==> config.mk <==
export PLATFORM = sky130hd
export DESIGN_NAME = spi_ram_burst_flat
export DESIGN_NICKNAME = d
export VERILOG_FILES = /design/src/rtl/spi_ram_pkg.sv /design/src/rtl/spi_ram_burst_if.sv /design/src/rtl/spi_ram_mem.sv /design/src/rtl/spi_ram_burst.sv /design/src/flat_wrapper.sv
export SDC_FILE = /design/constraint.sdc
export NUM_CORES = 2
export LEC_CHECK = 0
export ABC_AREA = 1
export BUFFER_PORTS_ARGS = -buffer_cell sky130_fd_sc_hd__buf_2
export CAP_MARGIN = 5
export CELL_PAD_IN_SITES_DETAIL_PLACEMENT = 1
export CELL_PAD_IN_SITES_GLOBAL_PLACEMENT = 1
export CORE_UTILIZATION = 51
export DETAILED_ROUTE_END_ITERATION = 10
export PLACE_DENSITY_LB_ADDON = 0.05
export SYNTH_ARGS = -nofsm -noshare
export SYNTH_HDL_FRONTEND = slang
export SYNTH_SLANG_ARGS = --single-unit
==> constraint.sdc <==
create_clock -name clk -period 6.41 [get_ports clk]
set_input_delay 0.3205 -clock clk [delete_from_list [all_inputs] [get_ports clk]]
set_output_delay 0.3205 -clock clk [all_outputs]
set_load 0.03 [all_outputs]
==> src/rtl/spi_ram_pkg.sv <==
// -----------------------------------------------------------------------------
// spi_ram_pkg
// Shared command codes, field sizes and the frame FSM state type for the
// SPI-fronted burst RAM (spi_ram_burst).
// No ports: this package is imported by spi_ram_burst.
// -----------------------------------------------------------------------------
package spi_ram_pkg;

    localparam int         CMD_W        = 8;
    localparam logic [7:0] CMD_WR       = 8'h02;
    localparam logic [7:0] CMD_RD       = 8'h03;
    localparam int         RD_DUMMY_CYC = 2;

    typedef enum logic [2:0] {
        ST_IDLE     = 3'd0,
        ST_CMD      = 3'd1,
        ST_ADDR     = 3'd2,
        ST_WR_DATA  = 3'd3,
        ST_RD_DUMMY = 3'd4,
        ST_RD_DATA  = 3'd5,
        ST_IGNORE   = 3'd6
    } state_e;

    // States in which the slave is assembling a field from MOSI; losing
    // SS_n part-way through one of these fields is a framing error.
    function automatic logic in_rx_field(input state_e s);
        logic r;
        case (s)
            ST_CMD, ST_ADDR, ST_WR_DATA: r = 1'b1;
            default:                     r = 1'b0;
        endcase
        return r;
    endfunction

endpackage

==> src/rtl/spi_ram_burst_if.sv <==
// -----------------------------------------------------------------------------
// spi_ram_burst_if
// SPI slave-side signal bundle for spi_ram_burst.
//   SS_n      master -> slave  slave select, active low
//   MOSI      master -> slave  serial data in, MSB first
//   MISO      slave  -> master serial data out, MSB first
//   busy      slave  -> master frame in progress
//   frame_err slave  -> master one-cycle framing/command error pulse
// -----------------------------------------------------------------------------
interface spi_ram_burst_if;

    logic SS_n;
    logic MOSI;
    logic MISO;
    logic busy;
    logic frame_err;

    modport master (
        output SS_n,
        output MOSI,
        input  MISO,
        input  busy,
        input  frame_err
    );

    modport slave (
        input  SS_n,
        input  MOSI,
        output MISO,
        output busy,
        output frame_err
    );

endinterface

==> src/rtl/spi_ram_mem.sv <==
// -----------------------------------------------------------------------------
// spi_ram_mem
// Single-port storage array: one synchronous write port and a registered
// read port (one-cycle latency). The array itself has no reset so its
// contents survive a controller reset.
//   clk      in   clock
//   we       in   write enable
//   waddr    in   write address
//   wdata    in   write data
//   raddr    in   read address
//   rdata    out  registered read data (mem[raddr] of previous cycle)
// -----------------------------------------------------------------------------
module spi_ram_mem #(
    parameter  int DATA_W = 8,
    parameter  int DEPTH  = 256,
    localparam int PTR_W  = (DEPTH > 1) ? $clog2(DEPTH) : 1
) (
    input  logic              clk,
    input  logic              we,
    input  logic [PTR_W-1:0]  waddr,
    input  logic [DATA_W-1:0] wdata,
    input  logic [PTR_W-1:0]  raddr,
    output logic [DATA_W-1:0] rdata
);

    logic [DATA_W-1:0] mem_r [DEPTH];

    // Write port.
    always_ff @(posedge clk) begin
        if (we) begin
            mem_r[waddr] <= wdata;
        end
    end

    // Registered read port, updated every cycle.
    always_ff @(posedge clk) begin
        rdata <= mem_r[raddr];
    end

endmodule

==> src/rtl/spi_ram_burst.sv <==
// -----------------------------------------------------------------------------
// spi_ram_burst
// SPI slave in front of a single-port RAM. A frame is an 8-bit command,
// an ADDR_W-bit start address, then any number of DATA_W-bit words until
// SS_n rises. Command 0x02 writes a burst, 0x03 reads a burst (two dummy
// cycles after the address); the word pointer auto-increments and wraps
// from DEPTH-1 to 0. Unknown commands and SS_n rising mid-field raise a
// one-cycle frame_err.
//   clk   in   clock; MOSI sampled and MISO updated on the rising edge
//   rst   in   synchronous active-high reset
//   bus   slave modport of spi_ram_burst_if (SS_n, MOSI, MISO, busy, frame_err)
// -----------------------------------------------------------------------------
module spi_ram_burst
    import spi_ram_pkg::*;
#(
    parameter int ADDR_W = 8,
    parameter int DATA_W = 8,
    parameter int DEPTH  = 256
) (
    input  logic           clk,
    input  logic           rst,
    spi_ram_burst_if.slave bus
);

    localparam int PTR_W = (DEPTH > 1) ? $clog2(DEPTH) : 1;
    localparam int SH_W0 = (CMD_W > ADDR_W) ? CMD_W : ADDR_W;
    localparam int SH_W  = (SH_W0 > DATA_W) ? SH_W0 : DATA_W;
    localparam int CNT_W = $clog2(SH_W + 1);

    state_e            state_r;
    logic [CNT_W-1:0]  bit_cnt_r;
    logic [SH_W-2:0]   rx_shift_r;
    // Holds the not-yet-sent bits of the current read word; the MSB of
    // each word goes straight into miso_r when the word is loaded.
    logic [DATA_W-2:0] tx_shift_r;
    logic [PTR_W-1:0]  ptr_r;
    logic              is_rd_r;
    logic              miso_r;
    logic              busy_r;
    logic              frame_err_r;

    logic [SH_W-1:0]   rx_next_s;
    logic [PTR_W-1:0]  ptr_inc_s;
    logic [PTR_W-1:0]  ptr_load_s;
    logic              last_cmd_s;
    logic              last_addr_s;
    logic              last_data_s;
    logic              last_dummy_s;
    logic              wr_en_s;
    logic [DATA_W-1:0] wr_data_s;
    logic [DATA_W-1:0] rd_q_s;

    // Field assembly, pointer arithmetic and end-of-field detection.
    always_comb begin
        rx_next_s    = {rx_shift_r, bus.MOSI};
        ptr_inc_s    = (ptr_r == PTR_W'(DEPTH - 1)) ? '0 : ptr_r + PTR_W'(1);
        ptr_load_s   = PTR_W'(32'(rx_next_s[ADDR_W-1:0]) % 32'(DEPTH));
        last_cmd_s   = (bit_cnt_r == CNT_W'(CMD_W - 1));
        last_addr_s  = (bit_cnt_r == CNT_W'(ADDR_W - 1));
        last_data_s  = (bit_cnt_r == CNT_W'(DATA_W - 1));
        last_dummy_s = (bit_cnt_r == CNT_W'(RD_DUMMY_CYC - 1));
        wr_data_s    = rx_next_s[DATA_W-1:0];
    end

    // A word is committed only on the edge its final bit arrives with the
    // frame still selected and no reset; partial words are never written.
    always_comb begin
        wr_en_s = 1'b0;
        if (!rst && !bus.SS_n && (state_r == ST_WR_DATA) && last_data_s) begin
            wr_en_s = 1'b1;
        end else begin
            wr_en_s = 1'b0;
        end
    end

    spi_ram_mem #(
        .DATA_W (DATA_W),
        .DEPTH  (DEPTH)
    ) u_mem (
        .clk    (clk),
        .we     (wr_en_s),
        .waddr  (ptr_r),
        .wdata  (wr_data_s),
        .raddr  (ptr_r),
        .rdata  (rd_q_s)
    );

    // Frame FSM with counters, shift registers, pointer and outputs.
    always_ff @(posedge clk) begin
        if (rst) begin
            state_r     <= ST_IDLE;
            bit_cnt_r   <= '0;
            rx_shift_r  <= '0;
            tx_shift_r  <= '0;
            ptr_r       <= '0;
            is_rd_r     <= 1'b0;
            miso_r      <= 1'b0;
            busy_r      <= 1'b0;
            frame_err_r <= 1'b0;
        end else if (bus.SS_n) begin
            // Deselect ends any frame; it is an error only mid-field.
            frame_err_r <= in_rx_field(state_r) && (bit_cnt_r != '0);
            state_r     <= ST_IDLE;
            bit_cnt_r   <= '0;
            miso_r      <= 1'b0;
            busy_r      <= 1'b0;
        end else begin
            frame_err_r <= 1'b0;
            busy_r      <= 1'b1;
            case (state_r)
                ST_IDLE: begin
                    rx_shift_r <= rx_next_s[SH_W-2:0];
                    bit_cnt_r  <= CNT_W'(1);
                    miso_r     <= 1'b0;
                    state_r    <= ST_CMD;
                end
                ST_CMD: begin
                    rx_shift_r <= rx_next_s[SH_W-2:0];
                    miso_r     <= 1'b0;
                    if (last_cmd_s) begin
                        bit_cnt_r <= '0;
                        if (rx_next_s[CMD_W-1:0] == CMD_WR) begin
                            is_rd_r <= 1'b0;
                            state_r <= ST_ADDR;
                        end else if (rx_next_s[CMD_W-1:0] == CMD_RD) begin
                            is_rd_r <= 1'b1;
                            state_r <= ST_ADDR;
                        end else begin
                            frame_err_r <= 1'b1;
                            state_r     <= ST_IGNORE;
                        end
                    end else begin
                        bit_cnt_r <= bit_cnt_r + CNT_W'(1);
                    end
                end
                ST_ADDR: begin
                    rx_shift_r <= rx_next_s[SH_W-2:0];
                    miso_r     <= 1'b0;
                    if (last_addr_s) begin
                        bit_cnt_r <= '0;
                        ptr_r     <= ptr_load_s;
                        state_r   <= is_rd_r ? ST_RD_DUMMY : ST_WR_DATA;
                    end else begin
                        bit_cnt_r <= bit_cnt_r + CNT_W'(1);
                    end
                end
                ST_WR_DATA: begin
                    rx_shift_r <= rx_next_s[SH_W-2:0];
                    miso_r     <= 1'b0;
                    if (last_data_s) begin
                        bit_cnt_r <= '0;
                        ptr_r     <= ptr_inc_s;
                    end else begin
                        bit_cnt_r <= bit_cnt_r + CNT_W'(1);
                    end
                end
                ST_RD_DUMMY: begin
                    // First dummy cycle lets rd_q settle on mem[ptr]; the
                    // second loads it and pre-advances the pointer.
                    if (last_dummy_s) begin
                        bit_cnt_r  <= '0;
                        miso_r     <= rd_q_s[DATA_W-1];
                        tx_shift_r <= rd_q_s[DATA_W-2:0];
                        ptr_r      <= ptr_inc_s;
                        state_r    <= ST_RD_DATA;
                    end else begin
                        bit_cnt_r  <= bit_cnt_r + CNT_W'(1);
                        miso_r     <= 1'b0;
                    end
                end
                ST_RD_DATA: begin
                    // rd_q already tracks the next word, so reloading on the
                    // last bit keeps words back-to-back with no gap.
                    if (last_data_s) begin
                        bit_cnt_r  <= '0;
                        miso_r     <= rd_q_s[DATA_W-1];
                        tx_shift_r <= rd_q_s[DATA_W-2:0];
                        ptr_r      <= ptr_inc_s;
                    end else begin
                        bit_cnt_r  <= bit_cnt_r + CNT_W'(1);
                        miso_r     <= tx_shift_r[DATA_W-2];
                        tx_shift_r <= tx_shift_r << 1;
                    end
                end
                ST_IGNORE: begin
                    miso_r <= 1'b0;
                end
                default: begin
                    state_r   <= ST_IDLE;
                    bit_cnt_r <= '0;
                    miso_r    <= 1'b0;
                    busy_r    <= 1'b0;
                end
            endcase
        end
    end

    assign bus.MISO      = miso_r;
    assign bus.busy      = busy_r;
    assign bus.frame_err = frame_err_r;

endmodule

==> src/flat_wrapper.sv <==
// flat-port wrapper written by rule: the top's interface ports become plain ports
module spi_ram_burst_flat import spi_ram_pkg::*;
#(
    parameter int ADDR_W = 8,
    parameter int DATA_W = 8,
    parameter int DEPTH  = 256
)
  (clk, rst, bus_SS_n, bus_MOSI, bus_MISO, bus_busy, bus_frame_err);
  spi_ram_burst_if bus_i ();
  input  logic clk;
  input  logic rst;
  input wire logic [$bits(bus_i.SS_n)-1:0] bus_SS_n;
  input wire logic [$bits(bus_i.MOSI)-1:0] bus_MOSI;
  output wire logic [$bits(bus_i.MISO)-1:0] bus_MISO;
  output wire logic [$bits(bus_i.busy)-1:0] bus_busy;
  output wire logic [$bits(bus_i.frame_err)-1:0] bus_frame_err;
  assign bus_i.SS_n = bus_SS_n;
  assign bus_i.MOSI = bus_MOSI;
  assign bus_MISO = bus_i.MISO;
  assign bus_busy = bus_i.busy;
  assign bus_frame_err = bus_i.frame_err;
  spi_ram_burst #(.ADDR_W(ADDR_W), .DATA_W(DATA_W), .DEPTH(DEPTH)) u_core (.clk(clk), .rst(rst), .bus(bus_i));
endmodule
* Word-level counts from Yosys, hierarchy flattened
Memories as Yosys holds them, arrays and structs flattened. A register that Yosys moved wholly into a read port is not among the register bits.
Cells that the tools add are included.
** Cells by class
- Reduce and logical (&&, ||, !) cells :: 23
- Bitwise gates (word level) :: 2
- Mux-type cells :: 35
- Add/subtract/negate cells :: 2
- Equality and inequality tests :: 15
** Operator list (count)
- two-way mux 8 bit :: 4
- case mux 8 bit (3 select lines) :: 1
- two-way mux 3 bit :: 6
- equality test 8 x 2 -> 1 bit (second input constant) :: 2
- two-way mux 1 bit :: 16
- case mux 4 bit (4 select lines) :: 1
- case mux 3 bit (5 select lines) :: 1
- two-way mux 7 bit :: 2
- case mux 7 bit (2 select lines) :: 1
- equality test 3 bit (second input constant) :: 3
- adder 8 x 1 -> 8 bit (second input constant) :: 1
- equality test 8 bit (second input constant) :: 1
- two-way mux 4 bit :: 2
- inequality test 2 x 1 -> 1 bit (second input constant) :: 4
- AND reduction 4 bit :: 2
- OR reduction 4 bit :: 2
- OR reduction 7 bit :: 1
- equality test 3 x 2 -> 1 bit (second input constant) :: 2
- OR reduction 3 bit :: 2
- AND reduction 5 bit :: 1
- adder 4 x 1 -> 4 bit (second input constant) :: 1
- equality test 4 x 1 -> 1 bit (second input constant) :: 1
- equality test 4 x 3 -> 1 bit (second input constant) :: 1
- logical AND 1 bit :: 4
- 11 further kinds :: 15
** Word-level totals
- Input port bits :: 4
- Flip-flop bits (word level) :: 33
- Output and inout bits :: 3
- Memories kept :: 1
- Memory bits (writable) :: 2048
** Memory list
- u_core.u_mem.mem_r :: depth 256, bits a word 8, read ports 1, clocked after memory_dff 1, wr ports 1, line spi_ram_mem.sv:26 : logic [DATA_W-1:0] mem_r [DEPTH];

* Depth between registers and ports, before layout
- Depth in word-level cells :: 7
- Depth in mapped cells :: 16

* Hierarchy
A second synthesis with hierarchy kept.
** Second synthesis, totals
- Cells, all modules :: 7287
- Area, all modules :: 85179.2 µm²
** By module, submodules not included
- spi_ram_mem :: cells an instance 7003, area an instance 83396.2 µm², sequential area each 61659.1 µm², times used 1
- spi_ram_burst :: cells an instance 284, area an instance 1783.0 µm², sequential area each 660.6 µm², times used 1

* Worst setup path before layout
OpenSTA, ideal clock, no wires.
- Path kind :: register -> register
- Start point :: register u_core.rx_shift_r[5]
- End point :: register u_core.state_r[2]
- Data required time :: 6.324 ns
- Setup slack :: 1.716 ns
- Cell stages (with the launch flop) :: 9
- Arrival time :: 4.608 ns
- Clock period less this slack :: 4.694 ns
- Cell sequence :: dfxtp_1 inv_1 nand3_1 inv_1 nand4_1 nand2_1 a21oi_1 nor2_1 a211oi_1
** On the way
- Word-level cells in the longest chain between the ends :: 5
- Elaborated cells between the ends (all ways) :: 6
- Those cells by class :: 2 x eq/ne; 4 x mux
** Ends and longest elaborated chain
- start: declaration :: line spi_ram_burst.sv:32 : logic [SH_W-2:0] rx_shift_r;
- start signal: assignment :: line spi_ram_burst.sv:112 : rx_shift_r <= rx_next_s[SH_W-2:0];
- start signal: assignment :: line spi_ram_burst.sv:118 : rx_shift_r <= rx_next_s[SH_W-2:0];
- start signal: assignment :: line spi_ram_burst.sv:137 : rx_shift_r <= rx_next_s[SH_W-2:0];
- equality test 8 x 2 -> 1 bit :: line spi_ram_burst.sv:125 : end else if (rx_next_s[CMD_W-1:0] == CMD_RD) begin
- two-way mux 3 bit :: line spi_ram_burst.sv:125
- two-way mux 3 bit * :: line spi_ram_burst.sv:122 : if (rx_next_s[CMD_W-1:0] == CMD_WR) begin
- two-way mux 3 bit * :: line spi_ram_burst.sv:120 : if (last_cmd_s) begin
- case mux 3 bit (5 select lines) * :: line spi_ram_burst.sv:110 : case (state_r)
- end signal: assignment :: line spi_ram_burst.sv:142 : state_r <= is_rd_r ? ST_RD_DUMMY : ST_WR_DATA;
- end: declaration :: line spi_ram_burst.sv:30 : state_e state_r;
Mark *: on every way between the ends. The rest lies on a longest branch, timed or not. The select of a mux whose other input is x is not followed.
A chain may end at the register's enable or synchronous reset.

* Final worst setup path
- Start point :: register u_core.bit_cnt_r[0]
- End point :: memory u_core.u_mem.mem_r[23][7] (enable)
** On the way
- Word-level cells in the longest chain between the ends :: 5
** Ends and longest elaborated chain
- start: declaration :: line spi_ram_burst.sv:31 : logic [CNT_W-1:0] bit_cnt_r;
- start signal: assignment :: line spi_ram_burst.sv:133 : bit_cnt_r <= bit_cnt_r + CNT_W'(1);
- start signal: assignment :: line spi_ram_burst.sv:144 : bit_cnt_r <= bit_cnt_r + CNT_W'(1);
- start signal: assignment :: line spi_ram_burst.sv:154 : bit_cnt_r <= bit_cnt_r + CNT_W'(1);
- equality test 4 x 3 -> 1 bit :: line spi_ram_burst.sv:60 : last_data_s = (bit_cnt_r == CNT_W'(DATA_W - 1));
- logical AND 1 bit :: line spi_ram_burst.sv:69 : if (!rst && !bus.SS_n && (state_r == ST_WR_DATA) && last_data_s) begin
- two-way mux 1 bit :: line spi_ram_burst.sv:69
- two-way mux 1 bit :: line spi_ram_mem.sv:30 : if (we) begin
- two-way mux 1 bit (not written as such) :: line spi_ram_mem.sv:31 : mem_r[waddr] <= wdata;
- end: declaration :: line spi_ram_mem.sv:26
Every way passes these cells.

==> flow_summary.toml <==
[status]
outcome = "finished clean"

[global_routing]
grtUsageMet2 = 0.501
grt_pass1_wl_um = 400000
grt_pass1_vias = 63700
grt_max_degree = 227
overflow = 0
use_met1 = 0.422
grt.total_usage = 0.306
antenna_found_initial = 11
met3_usage = 0.0441
grt.busiest_layer = "met2"

[sta]
worstMarginPinSlew_ns = 1.40
whs_ns = 0.0279
min_period_ns = 4.59
rsz0062_at_grt = "false"
finClkSkew_ns = 0.0306
min_period_over_period = 0.716
setup_viol_count_final = 0
fin_setup_tns_ns = 0
hold_viol_final = 0
maxSlewViolCount = 0
slew_headroom = 0.0617
max_freq_ghz = 0.218

[pwr]
netSwitchingFraction = 0.363
leakagePower_uw = 0.0394
p_int_uw = 25600
p_switching_uw = 14600
pwr-share-clk = 0.316
power-per-cell-area_nw_per_um2 = 411
pwr-share-seq = 0.399
comb_power_share = 0.285
ir_drop_uv = 462

[synthesis]
synth_xor_area_frac = 0.0000986
synth_most_common_cell = "nand2_1"
synthAdderAreaFrac = 0.00141
netlist_area_um2 = 88900
synth_area_leaders = "edfxtp_1 (69%), nand2_1 (14%), nor2_1 (3.9%)"
yosysSeqAreaShare = 0.701
synth-async-reset-ratio = 0
synth_flop_cell = "edfxtp_1"
synth_top_family_by_area = "simple AND/OR/NAND/NOR gates"
synth_top_area_share = 0.692
synthMuxAreaShare = 0
postSynthCellCount = 8699
synth_largest_area_cell = "edfxtp_1"
ys_types = 27
syn_area_per_cell_um2 = 10.2
ys_top_cells_by_count = "nand2_1 (3402), edfxtp_1 (2048), nor2_1 (934)"
synthSimpleGateAreaFrac = 0.204
syn_nets = 8713
ys.warnings.count = 0
ys_ff_latch = 2089
synth_edf_count = 2048
synth-compound-area-share = 0.0363

[floorplan]
die_area_um2 = 176000
rows = 152
io_pins = 7
die_h_um = 419
start_util = 0.516
dieWidth_um = 419
core_um2 = 172000

[setup_path]
r2r-start = "u_core.bit_cnt_r[0]"
crit_required_ns = 6.89
worstRegToRegCells = 9
r2r_end = "u_core.u_mem.mem_r[23][7]"
r2r_setup_slack_ns = 1.82
arrival_ns = 5.06
startpoint = "u_core.bit_cnt_r[0]"
worstSetupPathType = "reg2reg"
crit_end = "u_core.u_mem.mem_r[23][7]"
start_kind = "flop"
cp_max_fo = 17
endpoint_kind = "flop"

[clock_tree]
cts.sinks = 2089
clockBufferDepth = 3
cts_setup_buffers = 0
numCtsBuffers = 217
htree_levels = 4
path_clk_slew_ns = 0.06
cts_tree = "built"
clkLatencyLatePin_ns = 0.86
root_buffer = "clkbuf_16"
cts-resized-gates = 0

[layout]
post-route-util = 0.568
drive_gt1_frac = 0.0489
instances_no_fill = 11100
final_net_count = 8569
fillCellCount = 18600
syn_to_final_growth_pct = 10.1

[placed_design]
placedCellCount = 10600
place.gp.congestion = 0.853
port_buffers = 6
dpl.hpwl_um = 153000

[routing]
vias = 61000
wl_um = 268000
dr.pass1.iters = 5
avgRoutedWirePerCell_um = 24.2
vias_per_cell = 5.52
first_iter_violations = 5979
postRouteAntennaNets = 0
drt_drc_violations_left = 0

[run]
max-cap-violations = 0

[hold_path]
min_path_type = "in2reg"
-- metal layers --
metal	wire length [um]	vias to the layer above	share of wire
li1	-	28000	-
met1	116000	30700	0.43
met2	127000	1901	0.48
met3	16500	414	0.062
met4	8350	6	0.031
met5	38	-	0.00014
-- layout make-up --
| class | count | area [um^2] | area share |
|---|---|---|---|
| antenna | 3 | 7.51 | 0.0000767 |
| clock buffer | 271 | 5770 | 0.0590 |
| clock inverter | 130 | 1320 | 0.0135 |
| inverter | 817 | 3080 | 0.0315 |
| multi-input combinational | 5346 | 21600 | 0.220 |
| sequential | 2089 | 62400 | 0.637 |
| tap | 2310 | 2890 | 0.0295 |
| timing repair buffer | 84 | 851 | 0.00870 |
-- critical path, stage by stage, from the launching register on --
cell and delay [ns]:
dfxtp_1 0.42, ha_1 0.22, nand2_1 0.09, nor2_1 0.26, inv_1 0.16, nor3_1 0.58
inv_1 0.29, nor2_1 0.32, nand2_2 0.86, nor2_1 0.95
-- through the flow --
step	power (uW)	worst slack [ns]	instance area [um^2]
after floorplan	23200	1.72	88900
after global placement	27500	1.98	90700
after detailed placement	27700	1.84	90700
after CTS	40400	1.80	97800
after global routing	41900	1.38	97800
final	40200	1.82	97800
-- sequential cells by signal (all words and copies together) (netlist names) --
signal / cells
u_core.state_r: 3
u_core.bus.busy: 1
u_core.ptr_r: 8
u_core.bus.MISO: 1
u_core.rx_shift_r: 7
u_core.u_mem.rdata: 8
u_core.u_mem.mem_r: 2048
u_core.bus.frame_err: 1
u_core.tx_shift_r: 7
u_core.bit_cnt_r: 4
u_core.is_rd_r: 1
-- cells in the final DEF (no fill, tap or decap), types with 6 or more instances in the layout --
| master | Yosys | routed |
|---|---|---|
| clkbuf_16 | 0 | 222 |
| o21ai_0 | 406 | 406 |
| inv_6 | 0 | 6 |
| bufinv_16 | 0 | 26 |
| nand2_1 | 3402 | 3386 |
| edfxtp_1 | 2048 | 2048 |
| buf_4 | 19 | 58 |
| nand3_1 | 354 | 354 |
| dfxtp_1 | 41 | 32 |
| dfxtp_4 | 0 | 9 |
| clkinvlp_4 | 0 | 6 |
| clkbuf_1 | 209 | 46 |
| clkinv_2 | 0 | 43 |
| clkinv_1 | 2 | 47 |
| nor2_4 | 0 | 6 |
| a21oi_1 | 26 | 26 |
| ha_1 | 10 | 10 |
| nor3_1 | 8 | 8 |
| nor2_1 | 934 | 927 |
| buf_12 | 0 | 17 |
| a211oi_1 | 19 | 19 |
| nand2_2 | 0 | 16 |
| inv_1 | 812 | 812 |
| o21ai_1 | 173 | 173 |
-- power by group through the flow --
stage	Clock, uW	Sequential, uW	Combinational (uW)
finish	12700	16000	11500
global route	13300	16100	12600
CTS	12800	16000	11500
detailed placement	0	16300	11400
global placement	0	16300	11200
floorplan	0	16400	6800
-- how the worst min path moves through the flow --
stage	start	to	slack, ns	depth (start not counted)
after floorplan	rst	u_core.tx_shift_r[6]	0.40	1
after global placement	u_core.tx_shift_r[0]	u_core.tx_shift_r[0]	0.45	2
after detailed placement	u_core.tx_shift_r[2]	u_core.tx_shift_r[2]	0.46	2
after CTS	bus_MOSI	u_core.u_mem.mem_r[22][0]	0.01	1
after global routing	bus_MOSI	u_core.u_mem.mem_r[22][0]	0.03	1
final	bus_MOSI	u_core.u_mem.mem_r[22][0]	0.03	1
-- cell families after synthesis --
group                    after synthesis
buffers and inverters               1264
AND/OR/NAND/NOR                     4703
adder cells (fa/ha/maj)               10
AO/OA/AOI/OAI                        632
flip-flops                          2089
XOR/XNOR                               1
-- timing repair --
item	in CTS	in global routing
hold endpoints to repair	25	0
endpoints found under the setup margin	0	0
hold buffers	2	0
No activity file was read; power rests on OpenSTA's default activity.
